**src/rtl/batch_pkg.sv**
```systemverilog
// Shared types and constants for the batch consumer.
// State encoding, default batch limit and count width.
package batch_pkg;

   localparam int MAX_BATCH_DEF = 16;
   localparam int BATCH_CNT_W   = 5;

   typedef enum logic [2:0] {
      ST_IDLE,
      ST_REQ,
      ST_WAIT,
      ST_DRAIN,
      ST_DONE
   } bc_state_t;

endpackage

```
**src/rtl/out_reg_stage.sv**
```systemverilog
// Output register with valid/ready hold behaviour.
// Loads one word per load pulse and holds it until accepted.
module out_reg_stage #(
   parameter int DATA_W = 32
) (
   input  logic              clk,
   input  logic              rst,
   input  logic              load,
   input  logic [DATA_W-1:0] load_data,
   input  logic              load_last,
   input  logic              out_ready,
   output logic              out_valid,
   output logic [DATA_W-1:0] out_data,
   output logic              out_last
);

   // Capture returned buffer word; drop valid once the beat is taken.
   always_ff @(posedge clk or negedge rst) begin
      if (!rst) begin
         out_valid <= 1'b0;
         out_data  <= '0;
         out_last  <= 1'b0;
      end else if (load) begin
         out_valid <= 1'b1;
         out_data  <= load_data;
         out_last  <= load_last;
      end else if (out_valid && out_ready) begin
         out_valid <= 1'b0;
         out_last  <= 1'b0;
      end
   end

endmodule

```
**src/rtl/batch_consumer.sv**
```systemverilog
// Requests batch counts, reads that many buffer words and
// streams them out, tracking beat totals and overflow errors.
module batch_consumer
   import batch_pkg::*;
#(
   parameter int DATA_W    = 32,
   parameter int MAX_BATCH = MAX_BATCH_DEF,
   parameter int BATCH_LAT = 2
) (
   input  logic                   clk,
   input  logic                   rst,
   input  logic                   start,
   output logic                   req_next,
   input  logic [BATCH_CNT_W-1:0] batch_cnt,
   input  logic                   batch_last,
   output logic                   buf_rd_en,
   input  logic [DATA_W-1:0]      buf_rd_data,
   output logic                   out_valid,
   input  logic                   out_ready,
   output logic [DATA_W-1:0]      out_data,
   output logic                   out_last,
   output logic                   busy,
   output logic                   done,
   output logic                   err,
   output logic [31:0]            total_count
);

   localparam int LAT_W = $clog2(BATCH_LAT + 1);

   bc_state_t state, state_nx;

   logic [LAT_W-1:0]       wait_cnt;
   logic [BATCH_CNT_W-1:0] remaining;
   logic [BATCH_CNT_W-1:0] cnt_clamp;
   logic                   last_r;
   logic                   rd_pend;
   logic                   over;
   logic                   sample;
   logic                   accept;
   logic                   load_last;

   assign over      = batch_cnt > BATCH_CNT_W'(MAX_BATCH);
   assign cnt_clamp = over ? BATCH_CNT_W'(MAX_BATCH) : batch_cnt;
   assign accept    = out_valid & out_ready;
   assign load_last = last_r & (remaining == '0);
   assign busy      = (state != ST_IDLE);
   assign done      = (state == ST_DONE);

   // State register.
   always_ff @(posedge clk or negedge rst) begin
      if (!rst) state <= ST_IDLE;
      else      state <= state_nx;
   end

   // Next-state, request pulse, read strobe and sample enable.
   always_comb begin
      state_nx  = state;
      req_next  = 1'b0;
      buf_rd_en = 1'b0;
      sample    = 1'b0;
      unique case (state)
         ST_IDLE: begin
            if (start) state_nx = ST_REQ;
         end
         ST_REQ: begin
            req_next = 1'b1;
            state_nx = ST_WAIT;
         end
         ST_WAIT: begin
            if (wait_cnt == LAT_W'(BATCH_LAT)) begin
               sample = 1'b1;
               if (cnt_clamp != '0)
                  state_nx = ST_DRAIN;
               else if (batch_last)
                  state_nx = ST_DONE;
               else
                  state_nx = ST_REQ;
            end
         end
         ST_DRAIN: begin
            buf_rd_en = (remaining != '0) && !rd_pend &&
                        (!out_valid || out_ready);
            if (remaining == '0 && !rd_pend && accept)
               state_nx = last_r ? ST_DONE : ST_REQ;
         end
         ST_DONE: begin
            state_nx = ST_IDLE;
         end
         default: begin
            state_nx = ST_IDLE;
         end
      endcase
   end

   // Latency counter, batch capture and remaining-word tracking.
   always_ff @(posedge clk or negedge rst) begin
      if (!rst) begin
         wait_cnt  <= '0;
         remaining <= '0;
         last_r    <= 1'b0;
         rd_pend   <= 1'b0;
      end else begin
         rd_pend <= buf_rd_en;
         if (state == ST_REQ)
            wait_cnt <= LAT_W'(1);
         else if (state == ST_WAIT)
            wait_cnt <= wait_cnt + 1'b1;
         if (sample) begin
            remaining <= cnt_clamp;
            last_r    <= batch_last;
         end else if (buf_rd_en) begin
            remaining <= remaining - 1'b1;
         end
      end
   end

   // Job status: sticky overflow flag and accepted-beat total.
   always_ff @(posedge clk or negedge rst) begin
      if (!rst) begin
         err         <= 1'b0;
         total_count <= '0;
      end else if (state == ST_IDLE && start) begin
         err         <= 1'b0;
         total_count <= '0;
      end else begin
         if (sample && over) err <= 1'b1;
         if (accept) total_count <= total_count + 32'd1;
      end
   end

   out_reg_stage #(
      .DATA_W (DATA_W)
   ) u_out (
      .clk       (clk),
      .rst       (rst),
      .load      (rd_pend),
      .load_data (buf_rd_data),
      .load_last (load_last),
      .out_ready (out_ready),
      .out_valid (out_valid),
      .out_data  (out_data),
      .out_last  (out_last)
   );

endmodule

```
**config.mk**
```make
export PLATFORM = sky130hd
export DESIGN_NAME = batch_consumer
export DESIGN_NICKNAME = d
export VERILOG_FILES = /design/src/rtl/batch_pkg.sv /design/src/rtl/out_reg_stage.sv /design/src/rtl/batch_consumer.sv
export SDC_FILE = /design/constraint.sdc
export NUM_CORES = 1
export LEC_CHECK = 0
export CAP_MARGIN = 20
export CORE_AREA = 2 2 93 95
export CTS_BUF_LIST = sky130_fd_sc_hd__clkbuf_8
export DETAILED_ROUTE_END_ITERATION = 10
export DIE_AREA = 0 0 95 97
export GPL_ROUTABILITY_DRIVEN = 1
export PLACE_DENSITY = 0.88
export SLEW_MARGIN = 20
export SYNTH_ARGS = -nofsm -noshare
export SYNTH_HDL_FRONTEND = slang
export SYNTH_SLANG_ARGS = --single-unit
export TNS_END_PERCENT = 30
```
**constraint.sdc**
```tcl
create_clock -name clk -period 5.04 [get_ports clk]
set_input_delay 1.512 -clock clk [delete_from_list [all_inputs] [get_ports clk]]
set_output_delay 1.512 -clock clk [all_outputs]
set_load 0.01 [all_outputs]
```
* Word-level counts from Yosys, hierarchy flattened *
Cells that the tools add are included.
Widths: inputs -> output; s select.

operators by class
  multipliers = 0
  shift operators = 0
  mux-type cells = 23
  $lt $le $gt $ge = 1
  add/sub/neg operators = 3
  reductions and logical operators = 21
  divide/modulo/power cells = 0
  equal/unequal tests = 8
  bitwise gates (word level) = 2

operators by type and width
  operator               number
  $mux 32                2
  $add 32x1->32 const B  1
  $mux 3                 6
  $mux 5                 3
  $pmux 3 s4             1
  $reduce_bool 2->1      5
  $reduce_bool 5->1      2
  $mux 1                 9
  $logic_and 1x1->1      7
  $eq 3x2->1 const B     2
  $ne 2x2->1 const B     3
  $gt 5x5->1 const B     1
  $logic_not 5->1        1
  $sub 5x1->5 const B    1
  $mux 2                 2
  $eq 3x1->1 const B     1
  $eq 3x3->1 const B     1
  $logic_not 3->1        1
  $reduce_and 3->1       1
  $reduce_bool 3->1      1
  $add 2x1->2 const B    1
  $and 1x1->1            2
  $eq 2x2->1 const B     1
  $logic_not 1->1        2
  $logic_or 1x1->1       1

word-level totals
  memories = 0
  input port bits = 42
  register bits = 79
  bits in writable memories = 0
  latch bits = 0
  memory bits (read-only) = 0

* Longest topological paths before layout *
Gate-level depths: netlist (run 1).

  depth after elaboration = 6
  gate-level depth with buffers = 7

* Hierarchy *
From an unflattened synthesis (run 1), not the netlist that was laid out.

unflattened totals
  cells, all modules = 356
  area total of the unflattened synthesis = 3,972.6 sq um

modules (own cells, without submodules)
  module          cells an instance  times used  area an instance (sq um)  seq. area each (sq um)
  batch_consumer  281                1           2,563.7                   1,126.1
  out_reg_stage   75                 1           1,408.9                   850.8

* Least setup slack after synthesis (run 1) *
No wires, ideal clock.

  kind = input -> output
  start point = in out_ready
  end point = out buf_rd_en
  data arrival time = 2.094 ns
  cell stages on the path = 2
  slack = 1.434 ns
  required time = 3.528 ns
  buffers on the path = 0
  cell sequence = inv_1 a2111oi_4

on the way
  longest elaborated chain between the ends = 3

ends and longest elaborated chain
  element             line                  RTL
  start: declaration  batch_consumer.sv:19  input logic out_ready,
  $logic_or 1x1->1    batch_consumer.sv:82  (!out_valid || out_ready);
  $logic_and 1x1->1   batch_consumer.sv:81  buf_rd_en = (remaining != '0) && !rd_pend &&
  $mux 1              batch_consumer.sv:61  unique case (state)
  end: declaration    batch_consumer.sv:16  output logic buf_rd_en,

Every way passes these cells.

* Worst setup path in the final report (run 1) *
Ends and elaborated chain as after synthesis.

==> reports/metrics.csv, run 1 <==
metric;value;unit
Total Die Area;9220;um2
number of nets in the finished design;488;
most used standard cell by instance count after synthesis;sky130_fd_sc_hd__dfrtp_1;
Sum Neg Setup Slack;0;ns
Int Pwr;1.68;mW
power spent charging and discharging nets;0.751;mW
Synth Area per Inst;11.0;um2
count of final hold-check violations;0;
min cycle time layout;4.61;ns
highest fanout seen on the critical path;3;
multiplexer share of the synthesized area;10.2;%
number of buffer cells added on primary ports;112;
count of final max-slew check failures;0;
number of global-route vias before repair;2844;
root buffer cell;sky130_fd_sc_hd__clkbuf_8;
IO Count;113;
Post-Place Cell Area;4850;um2
Finished Layout Cells;552;
detail-routed via count per cell;5.16;
antenna-violating nets left;0;
status;complete, no violations;
final cycle utilization of the critical path;91.4;%
total DRC errors in the routed layout;0;
clk_skew;0.0105;ns
endpoint required time on the critical path;3.53;ns
unrepaired setup endpoints after global routing;no;
largest family of logic cells by synthesized area;simple AND/OR/NAND/NOR gates;
share of synthesized area occupied by flip-flops and latches;54.2;%
initial antenna violation count;0;
total length of routed wires;8240;um
maximum buffer depth of the clock tree;2;
relative contribution of sequential cells to total power;40.0;%
area grow syn2layout;40.3;%
FILL cells;646;
critical path startpoint category;input port;
hpwl dp;5780;um
EDFF count, synth;0;
number of register bits inferred by synthesis;79;
Data arrival, critical path;3.10;ns
net count after synthesis;377;
share of cells above drive strength 1;13.0;%
Final Cell Area;5110;um2
Congestion Overflow GR;0;
count of H-tree levels built during CTS;3;
critical setup path kind;in2out;
wire length of the first global-routing pass;13800;um
slew of the pin with the lowest slew margin;0.804;ns
later-pin clock latency in the skew report;0.34;ns
list of most frequent post-synthesis cells;sky130_fd_sc_hd__dfrtp_1, sky130_fd_sc_hd__nor2_1, sky130_fd_sc_hd__mux2_2, sky130_fd_sc_hd__xor2_1, sky130_fd_sc_hd__nand2_1;
global-route total usage across every layer;18.9;%
adder-cell share of the synthesized area;1.37;%
top-area cell type share of the netlist area;54.2;%
upper clock frequency limit;0.217;GHz
top flip-flop cell by instance count after synthesis;sky130_fd_sc_hd__dfrtp_1;
Die Y;97;um
distinct cell type count of the synthesized netlist;41;
Switching Share;30.9;%
TritonRoute pass-1 iters;4;
Final GP Congestion;0.863;
Iter 0 DRT Violations;78;
chip width;95;um
Crit. End Element;output port;
worst vdd rail ir drop;273;uV
CTS tree;built;
clock sink count;79;
Final setup violation count;0;
standby leakage power;2.18;nW
Pwr per Cell Area;476;nW/um2
clock edge transition at the registers on the reported setup and hold paths;0.08;ns
maximum number of pins on one net before global-route repair;80;
class of the tightest hold or removal check;reg2reg;
synthesized instance count;331;
proportion of power drawn by combinational gates;38.0;%
Ant. Diodes;0;
Synth Warn #;0;
area fraction in compound gates after synthesis;6.11;%
Cells after DPL;535;
detailed-route via count;2847;
share of flip-flops with an asynchronous set or reset after synthesis;100;%
top area cells in the synthesized netlist;sky130_fd_sc_hd__dfrtp_1, sky130_fd_sc_hd__mux2_2, sky130_fd_sc_hd__xor2_1;
mean routed wirelength per cell;14.9;um
total clock buffers created by CTS;9;
cell row count;33;
post-synthesis share of cell area spent on and, or, nand and nor gates;17.9;%
area of the core;8130;um2
XOR/XNOR share of the synthesized area;7.45;%
CTS resizes;0;
number of hold buffers added after CTS;0;
effective utilization at floorplan;44.8;%
utilization after layout;62.9;%
part of the total power dissipated in the clock network;22.0;%
max-cap violations;0;
worst max-slew margin expressed relative to the limit;45.6;%
power after layout;2.43;mW
Mapped Area;3640;um2
Synth area leader;sky130_fd_sc_hd__dfrtp_1;
# Post-CTS Setup Buffers;0;
## worst paths after layout
kind / end / slack, ns / cells after the start / start
min: u_out.out_data[26] / 0.51 / 1 / u_out.out_data[26]
max in group asynchronous: u_out.out_data[10] / 3.41 / 2 / rst
min in group asynchronous: total_count[8] / 1.05 / 1 / rst
max reg2reg: total_count[24] / 2.66 / 6 / state[0]
min reg2reg: u_out.out_data[26] / 0.51 / 1 / u_out.out_data[26]
max: buf_rd_en / 0.43 / 4 / out_ready
## critical path: stages
cell and delay, ns:
sky130_fd_sc_hd__clkdlybuf4s50_1 0.51, sky130_fd_sc_hd__inv_1 0.09, sky130_fd_sc_hd__a2111oi_4 0.38, sky130_fd_sc_hd__clkdlybuf4s50_1 0.61
## cells by family after synthesis
family / after synthesis
multiplexers: 33
XOR/XNOR: 31
AO/OA/AOI/OAI: 33
adder cells (fa/ha/maj): 4
AND/OR/NAND/NOR: 126
buffers and inverters: 25
flip-flops: 79
## flip-flops by register name (all words and copies together) (netlist names)
signal / count
u_out.out_last: 1
u_out.out_data: 32
last_r: 1
u_out.out_valid: 1
rd_pend: 1
state: 3
remaining: 5
total_count: 32
wait_cnt: 2
err: 1
## cell type report
class	count	area, um2	share of cell area (%)
clock inverters	5	80.1	1.57
flip-flops and latches	79	1980	38.6
well taps	105	131	2.57
multi-input cells	227	1570	30.7
inverters	9	33.8	0.660
clock buffers	11	151	2.96
repair buffers	116	1170	22.8
## per-stage QoR
| stage | worst slack, ns | hold slack [ns] |
|---|---|---|
| 5_1_grt | 0.379 | 0.531 |
| 4_1_cts | 0.415 | 0.513 |
| 6_report | 0.431 | 0.508 |
| 2_1_floorplan | 1.43 | 0.505 |
| 3_5_place_dp | 0.434 | 0.496 |
| 3_3_place_gp | 0.410 | 0.485 |
## cell usage in the layout (no fill, tap or decap), types with 4 or more instances in the layout
cell and n:
sky130_fd_sc_hd__nor2_1 40, sky130_fd_sc_hd__clkdlybuf4s50_1 111, sky130_fd_sc_hd__ha_1 4, sky130_fd_sc_hd__clkbuf_8 11
sky130_fd_sc_hd__inv_1 9, sky130_fd_sc_hd__a21oi_1 7, sky130_fd_sc_hd__mux2_2 33, sky130_fd_sc_hd__xnor2_1 6
sky130_fd_sc_hd__or3_1 4, sky130_fd_sc_hd__o21ai_0 13, sky130_fd_sc_hd__nand4_1 17, sky130_fd_sc_hd__nand3b_1 4
sky130_fd_sc_hd__xor2_1 25, sky130_fd_sc_hd__and3_1 6, sky130_fd_sc_hd__buf_4 4, sky130_fd_sc_hd__and2_1 5
sky130_fd_sc_hd__nor3_1 6, sky130_fd_sc_hd__dfrtp_1 79, sky130_fd_sc_hd__nand3_1 14, sky130_fd_sc_hd__nand2_1 19
## power by group through the flow
stage / logic (mW) / registers, mW / clock network (mW)
after CTS: 0.935 / 0.973 / 0.546
after global routing: 1.00 / 1.00 / 0.574
final: 0.924 / 0.975 / 0.536
after detailed placement: 0.928 / 0.984 / 0
after global placement: 0.903 / 0.969 / 0
after floorplan: 0.405 / 1.03 / 0
## per-layer routing
metal / part of all wire [%] / global-route usage, %
met1: 43 / 24.5
met2: 51 / 31.3
met3: 5.1 / 4.75
met4: 0.44 / 5.57
met5: 0 / 0
Power figures use the tool's default switching activity.
==> inputs of run 2 (changes only) <==
- CORE_AREA: 2 2 93 95 -> 4 4 95 97
- CTS_BUF_LIST: sky130_fd_sc_hd__clkbuf_8 -> unset
- DIE_AREA: 0 0 95 97 -> 0 0 99 101
==> reports/metrics.csv, run 2 (same netlist as run 1, synthesis figures left out) <==
metric;value;unit;change
status;complete, no violations;;
later-pin clock latency in the skew report;0.34;ns;about the same
effective utilization at floorplan;44.8;%;unchanged
CTS tree;built;;
slew of the pin with the lowest slew margin;0.768;ns;-0.0363 ns
utilization after layout;62.9;%;about the same
clk_skew;0.0116;ns;+0.00107 ns
leading cell types in the layout, fill and taps excluded;sky130_fd_sc_hd__clkdlybuf4s50_1, sky130_fd_sc_hd__dfrtp_1, sky130_fd_sc_hd__nor2_1;;
Total Die Area;10000;um2;+8.5%
worst vdd rail ir drop;282;uV;+3.1%
critical path startpoint;out_ready;;
Slowest cell on crit path;sky130_fd_sc_hd__clkdlybuf4s50_1;;
Slowest Stage Delay on Critical Path;0.61;ns;about the same
total length of routed wires;8400;um;+1.9%
clock edge transition at the registers on the reported setup and hold paths;0.07;ns;about the same
critical setup path kind;in2out;;
chip width;99;um;+4.2%
standby leakage power;2.19;nW;+0.18%
Ant. Diodes;0;;unchanged
endpoint required time on the critical path;3.53;ns;about the same
Iter 0 DRT Violations;72;;-7.7%
Worst R2R Start;u_out.out_valid;;
highest fanout seen on the critical path;3;;unchanged
Die Y;101;um;+4.1%
detail-routed via count per cell;5.26;;+2.0%
number of buffer cells added on primary ports;112;;unchanged
Data arrival, critical path;3.11;ns;about the same
power after layout;2.45;mW;+0.63%
total DRC errors in the routed layout;0;;unchanged
global-route total usage across every layer;17.3;%;-1.7 points
worst setup path endpoint;buf_rd_en;;
root buffer cell;sky130_fd_sc_hd__clkbuf_8;;
worst max-slew margin expressed relative to the limit;48.1;%;+2.5 points
count of final max-slew check failures;0;;unchanged
area grow syn2layout;40.4;%;about the same
upper clock frequency limit;0.217;GHz;-0.19%
endpoint of the worst register-to-register path;total_count[31];;
final cycle utilization of the critical path;91.6;%;+0.18 points
critical path startpoint category;input port;;
CTS resizes;0;;unchanged
Congestion Overflow GR;0;;unchanged
detailed-route via count;2904;;+2.0%
worst path cell trace;clkdlybuf4s50_1 > inv_1 > a2111oi_4 > clkdlybuf4s50_1;;
number of nets in the finished design;488;;unchanged
Crit. End Element;output port;;
leading registers by flop count;total_count (32), u_out.out_data (32), remaining (5);;
count of H-tree levels built during CTS;3;;unchanged
unrepaired setup endpoints after global routing;no;;
maximum buffer depth of the clock tree;2;;unchanged
hpwl dp;6040;um;+4.5%
Final GP Congestion;0.844;;-2.2%
flop-to-flop setup slack;2.97;ns;+0.31 ns
area of the core;8130;um2;unchanged
IO Count;113;;unchanged
count of final hold-check violations;0;;unchanged
total clock buffers created by CTS;9;;unchanged
number of global-route vias before repair;3013;;+5.9%
mean routed wirelength per cell;15.2;um;+1.9%
Final Cell Area;5120;um2;about the same
max-cap violations;0;;unchanged
Post-Place Cell Area;4850;um2;unchanged
Finished Layout Cells;552;;unchanged
maximum number of pins on one net before global-route repair;80;;unchanged
Pwr per Cell Area;479;nW/um2;+0.58%
dpl ws;0.424;ns;-0.00923 ns
Sum Neg Setup Slack;0;ns;unchanged
final setup margin;0.422;ns;-0.00893 ns
Cells after DPL;535;;unchanged
Hold Worst Slack;0.508;ns;+0.000875 ns
Reg2Reg Depth;5;;-1
antenna-violating nets left;0;;unchanged
initial antenna violation count;0;;unchanged
Final setup violation count;0;;unchanged
most frequent standard cell in the layout excluding fill and tap cells;sky130_fd_sc_hd__clkdlybuf4s50_1;;
class of the tightest hold or removal check;reg2reg;;
cell row count;33;;unchanged
# Post-CTS Setup Buffers;0;;unchanged
FILL cells;647;;+0.15%
clock sink count;79;;unchanged
share of cells above drive strength 1;13.0;%;unchanged
TritonRoute pass-1 iters;4;;unchanged
most frequent CP cell;sky130_fd_sc_hd__clkdlybuf4s50_1;;
min cycle time layout;4.62;ns;+0.00893 ns
number of hold buffers added after CTS;0;;unchanged
wire length of the first global-routing pass;14200;um;+2.9%
-- run 2: worst min-delay path by stage --
stage	to	slack, ns	depth (start not counted)	startpoint
final	u_out.out_data[13]	0.51	1	u_out.out_data[13]
after global routing	u_out.out_data[8]	0.53	1	u_out.out_data[8]
after CTS	u_out.out_data[13]	0.51	1	u_out.out_data[13]
after detailed placement	u_out.out_data[13]	0.50	1	u_out.out_data[13]
after global placement	err	0.49	2	err
after floorplan	u_out.out_last	0.51	2	last_r
-- run 2: critical path, delay by kind of cell --
kind | cells | cell delay, ns
AO/OA/AOI/OAI | 1 | 0.40
buffers and inverters | 3 | 1.20
-- run 2: area by class of cell --
class | count | area, um2 | area share [%]
multi-input combinational | 227 | 1570 | 30.7
clock buffer | 12 | 165 | 3.23
inverter | 9 | 33.8 | 0.660
tap | 105 | 131 | 2.57
sequential | 79 | 1980 | 38.6
timing repair buffer | 116 | 1160 | 22.7
clock inverter | 4 | 76.3 | 1.49
-- run 2: metal layers --
| metal | up-vias | wire [um] | track usage, % |
|---|---|---|---|
| li1 | 1373 | - | - |
| met1 | 1430 | 3330 | 20.1 |
| met4 | 0 | 143 | 5.25 |
| met3 | 15 | 510 | 5.67 |
| met2 | 86 | 4420 | 30.3 |
| met5 | - | 0 | 0 |
-- run 2: power by group --
| group | internal, mW | switching, mW |
|---|---|---|
| clock | 0.321 | 0.226 |
| combinational | 0.552 | 0.378 |
| sequential | 0.827 | 0.147 |
==> inputs of run 3 (changes only) <==
- DONT_BUFFER_PORTS: unset -> 1
- PLACE_DENSITY: 0.88 -> 0.7
==> reports/metrics.csv, run 3 (same netlist as run 1, synthesis figures left out) <==
metric;value;unit;change
status;complete, no violations;;
max-cap violations;0;;unchanged
Data arrival, critical path;2.21;ns;-0.90 ns
min cycle time layout;3.72;ns;-0.896 ns
cell row count;33;;unchanged
Cells after DPL;423;;-21%
Pwr per Cell Area;507;nW/um2;+6.0%
mean routed wirelength per cell;17.2;um;+13%
final setup margin;1.32;ns;+0.896 ns
area used by multi-input combinational logic;1570;um2;-0.32%
chip width;99;um;unchanged
Post-Place Cell Area;3730;um2;-23%
Sum Neg Setup Slack;0;ns;unchanged
worst max-slew margin expressed relative to the limit;44.9;%;-3.2 points
endpoint required time on the critical path;3.53;ns;about the same
Slowest cell on crit path;sky130_fd_sc_hd__a2111oi_4;;
final cycle utilization of the critical path;73.8;%;-18 points
maximum buffer depth of the clock tree;2;;unchanged
Final GP Congestion;0.780;;-7.6%
total clock buffers created by CTS;9;;unchanged
cell family with the largest share of critical-path delay;compound AO/OA/AOI/OAI gates;;
IO Count;113;;unchanged
total length of routed wires;7510;um;-11%
Reg2Reg Depth;6;;+1
global-route total usage across every layer;15.4;%;-1.9 points
worst vdd rail ir drop;192;uV;-32%
met3 wire len;557;um;+9.2%
share of cells above drive strength 1;16.2;%;+3.2 points
number of nets in the finished design;375;;-23%
count of final max-slew check failures;0;;unchanged
routed length on met1;2910;um;-13%
number of global-route vias before repair;2415;;-20%
Iter 0 DRT Violations;47;;-35%
critical path startpoint category;input port;;
maximum number of pins on one net before global-route repair;80;;unchanged
Hold Path Stages;1;;unchanged
number of hold buffers added after CTS;0;;unchanged
Crit. End Element;output port;;
Finished Layout Cells;438;;-21%
dpl ws;1.32;ns;+0.891 ns
CTS tree;built;;
highest fanout seen on the critical path;7;;+4
critical setup path kind;in2out;;
clock edge transition at the registers on the reported setup and hold paths;0.08;ns;about the same
initial antenna violation count;0;;unchanged
amount of wire on met2 after detailed routing;3870;um;-12%
detail-routed via count per cell;5.51;;+4.7%
critical path depth;2;;-2
later-pin clock latency in the skew report;0.34;ns;about the same
Total Die Area;10000;um2;unchanged
root buffer cell;sky130_fd_sc_hd__clkbuf_8;;
# Post-CTS Setup Buffers;0;;unchanged
Slowest Stage Delay on Critical Path;0.65;ns;+0.04 ns
hpwl dp;5340;um;-12%
class of the tightest hold or removal check;reg2reg;;
CTS resizes;0;;unchanged
slew of the pin with the lowest slew margin;0.815;ns;+0.0474 ns
TritonRoute pass-1 iters;4;;unchanged
worst path cell trace;inv_1 > a2111oi_4;;
sequential cell area in the final layout;1980;um2;unchanged
count of H-tree levels built during CTS;3;;unchanged
leading registers by flop count;total_count (32), u_out.out_data (32), remaining (5);;
power after layout;1.99;mW;-19%
leading cell types in the layout, fill and taps excluded;sky130_fd_sc_hd__dfrtp_1, sky130_fd_sc_hd__nor2_1, sky130_fd_sc_hd__mux2_2;;
Final Cell Area;3930;um2;-23%
standby leakage power;1.74;nW;-21%
clock sink count;79;;unchanged
wire length of the first global-routing pass;12200;um;-14%
FILL cells;737;;+14%
Die Y;101;um;unchanged
Ant. Diodes;0;;unchanged
total DRC errors in the routed layout;0;;unchanged
Congestion Overflow GR;0;;unchanged
count of final hold-check violations;0;;unchanged
detailed-route via count;2412;;-17%
area grow syn2layout;7.72;%;
DR top layer;met4;;
most frequent standard cell in the layout excluding fill and tap cells;sky130_fd_sc_hd__dfrtp_1;;
antenna-violating nets left;0;;unchanged
clk_skew;0.0106;ns;-0.000941 ns
effective utilization at floorplan;44.8;%;unchanged
unrepaired setup endpoints after global routing;no;;
upper clock frequency limit;0.269;GHz;+24%
CP bufs+invs;1;;-2
Final setup violation count;0;;unchanged
number of buffer cells added on primary ports;0;;-100%
area of the core;8130;um2;unchanged
## run 3: changes by cell type in the layout (fill, tap and decap cells not counted), sizes merged
cell / previous run / this run
clkdlybuf4s50: 111 / 0
buf: 5 / 3
clkbuf: 12 / 10
bufinv: 2 / 1
clkinv: 1 / 2
inv: 9 / 10
## run 3: per-layer routing
layer / vias to the layer above / global-route usage (%)
met5: - / 0
met4: 0 / 6.83
met1: 1176 / 18.1
met2: 79 / 25.3
met3: 15 / 5.67
li1: 1142 / -
## run 3: through the flow
stage	hold slack, ns	util [%]
finish	0.560	48.3
global placement	0.526	45.9
global route	0.601	48.3
CTS	0.567	48.3
detailed placement	0.547	45.9
floorplan	0.505	-
## run 3: worst register-to-register path, stage by stage, from the launching register on
cell and delay, ns:
sky130_fd_sc_hd__dfrtp_1 0.56, sky130_fd_sc_hd__nor4b_4 0.32, sky130_fd_sc_hd__buf_4 0.36, sky130_fd_sc_hd__o211a_1 0.40
sky130_fd_sc_hd__nand4_2 0.16, sky130_fd_sc_hd__or3_1 0.32, sky130_fd_sc_hd__a21oi_1 0.14
## run 3: report_power, final
group	internal (mW)	leakage, nW	total [mW]	switching (mW)
clock	0.240	0.0985	0.463	0.223
sequential	0.827	0.991	1.08	0.250
combinational	0.246	0.646	0.453	0.207
## run 3: final timing paths
| path | end | slack, ns | startpoint |
|---|---|---|---|
| worst max register to register | total_count[24] | 2.72 | state[0] |
| worst min-delay path | wait_cnt[0] | 0.56 | wait_cnt[0] |
| max in group asynchronous | state[0] | 4.04 | rst |
| worst min register to register | wait_cnt[0] | 0.56 | wait_cnt[0] |
| min in group asynchronous | total_count[12] | 0.86 | rst |
| worst max-delay path | buf_rd_en | 1.32 | out_ready |
## run 3: layout make-up
cell class / count / area share (%)
inverter: 9 / 0.860
clock buffer: 10 / 3.51
multi-input combinational: 227 / 39.9
clock inverter: 5 / 1.43
sequential: 79 / 50.4
tap: 105 / 3.35
timing repair buffer: 3 / 0.574
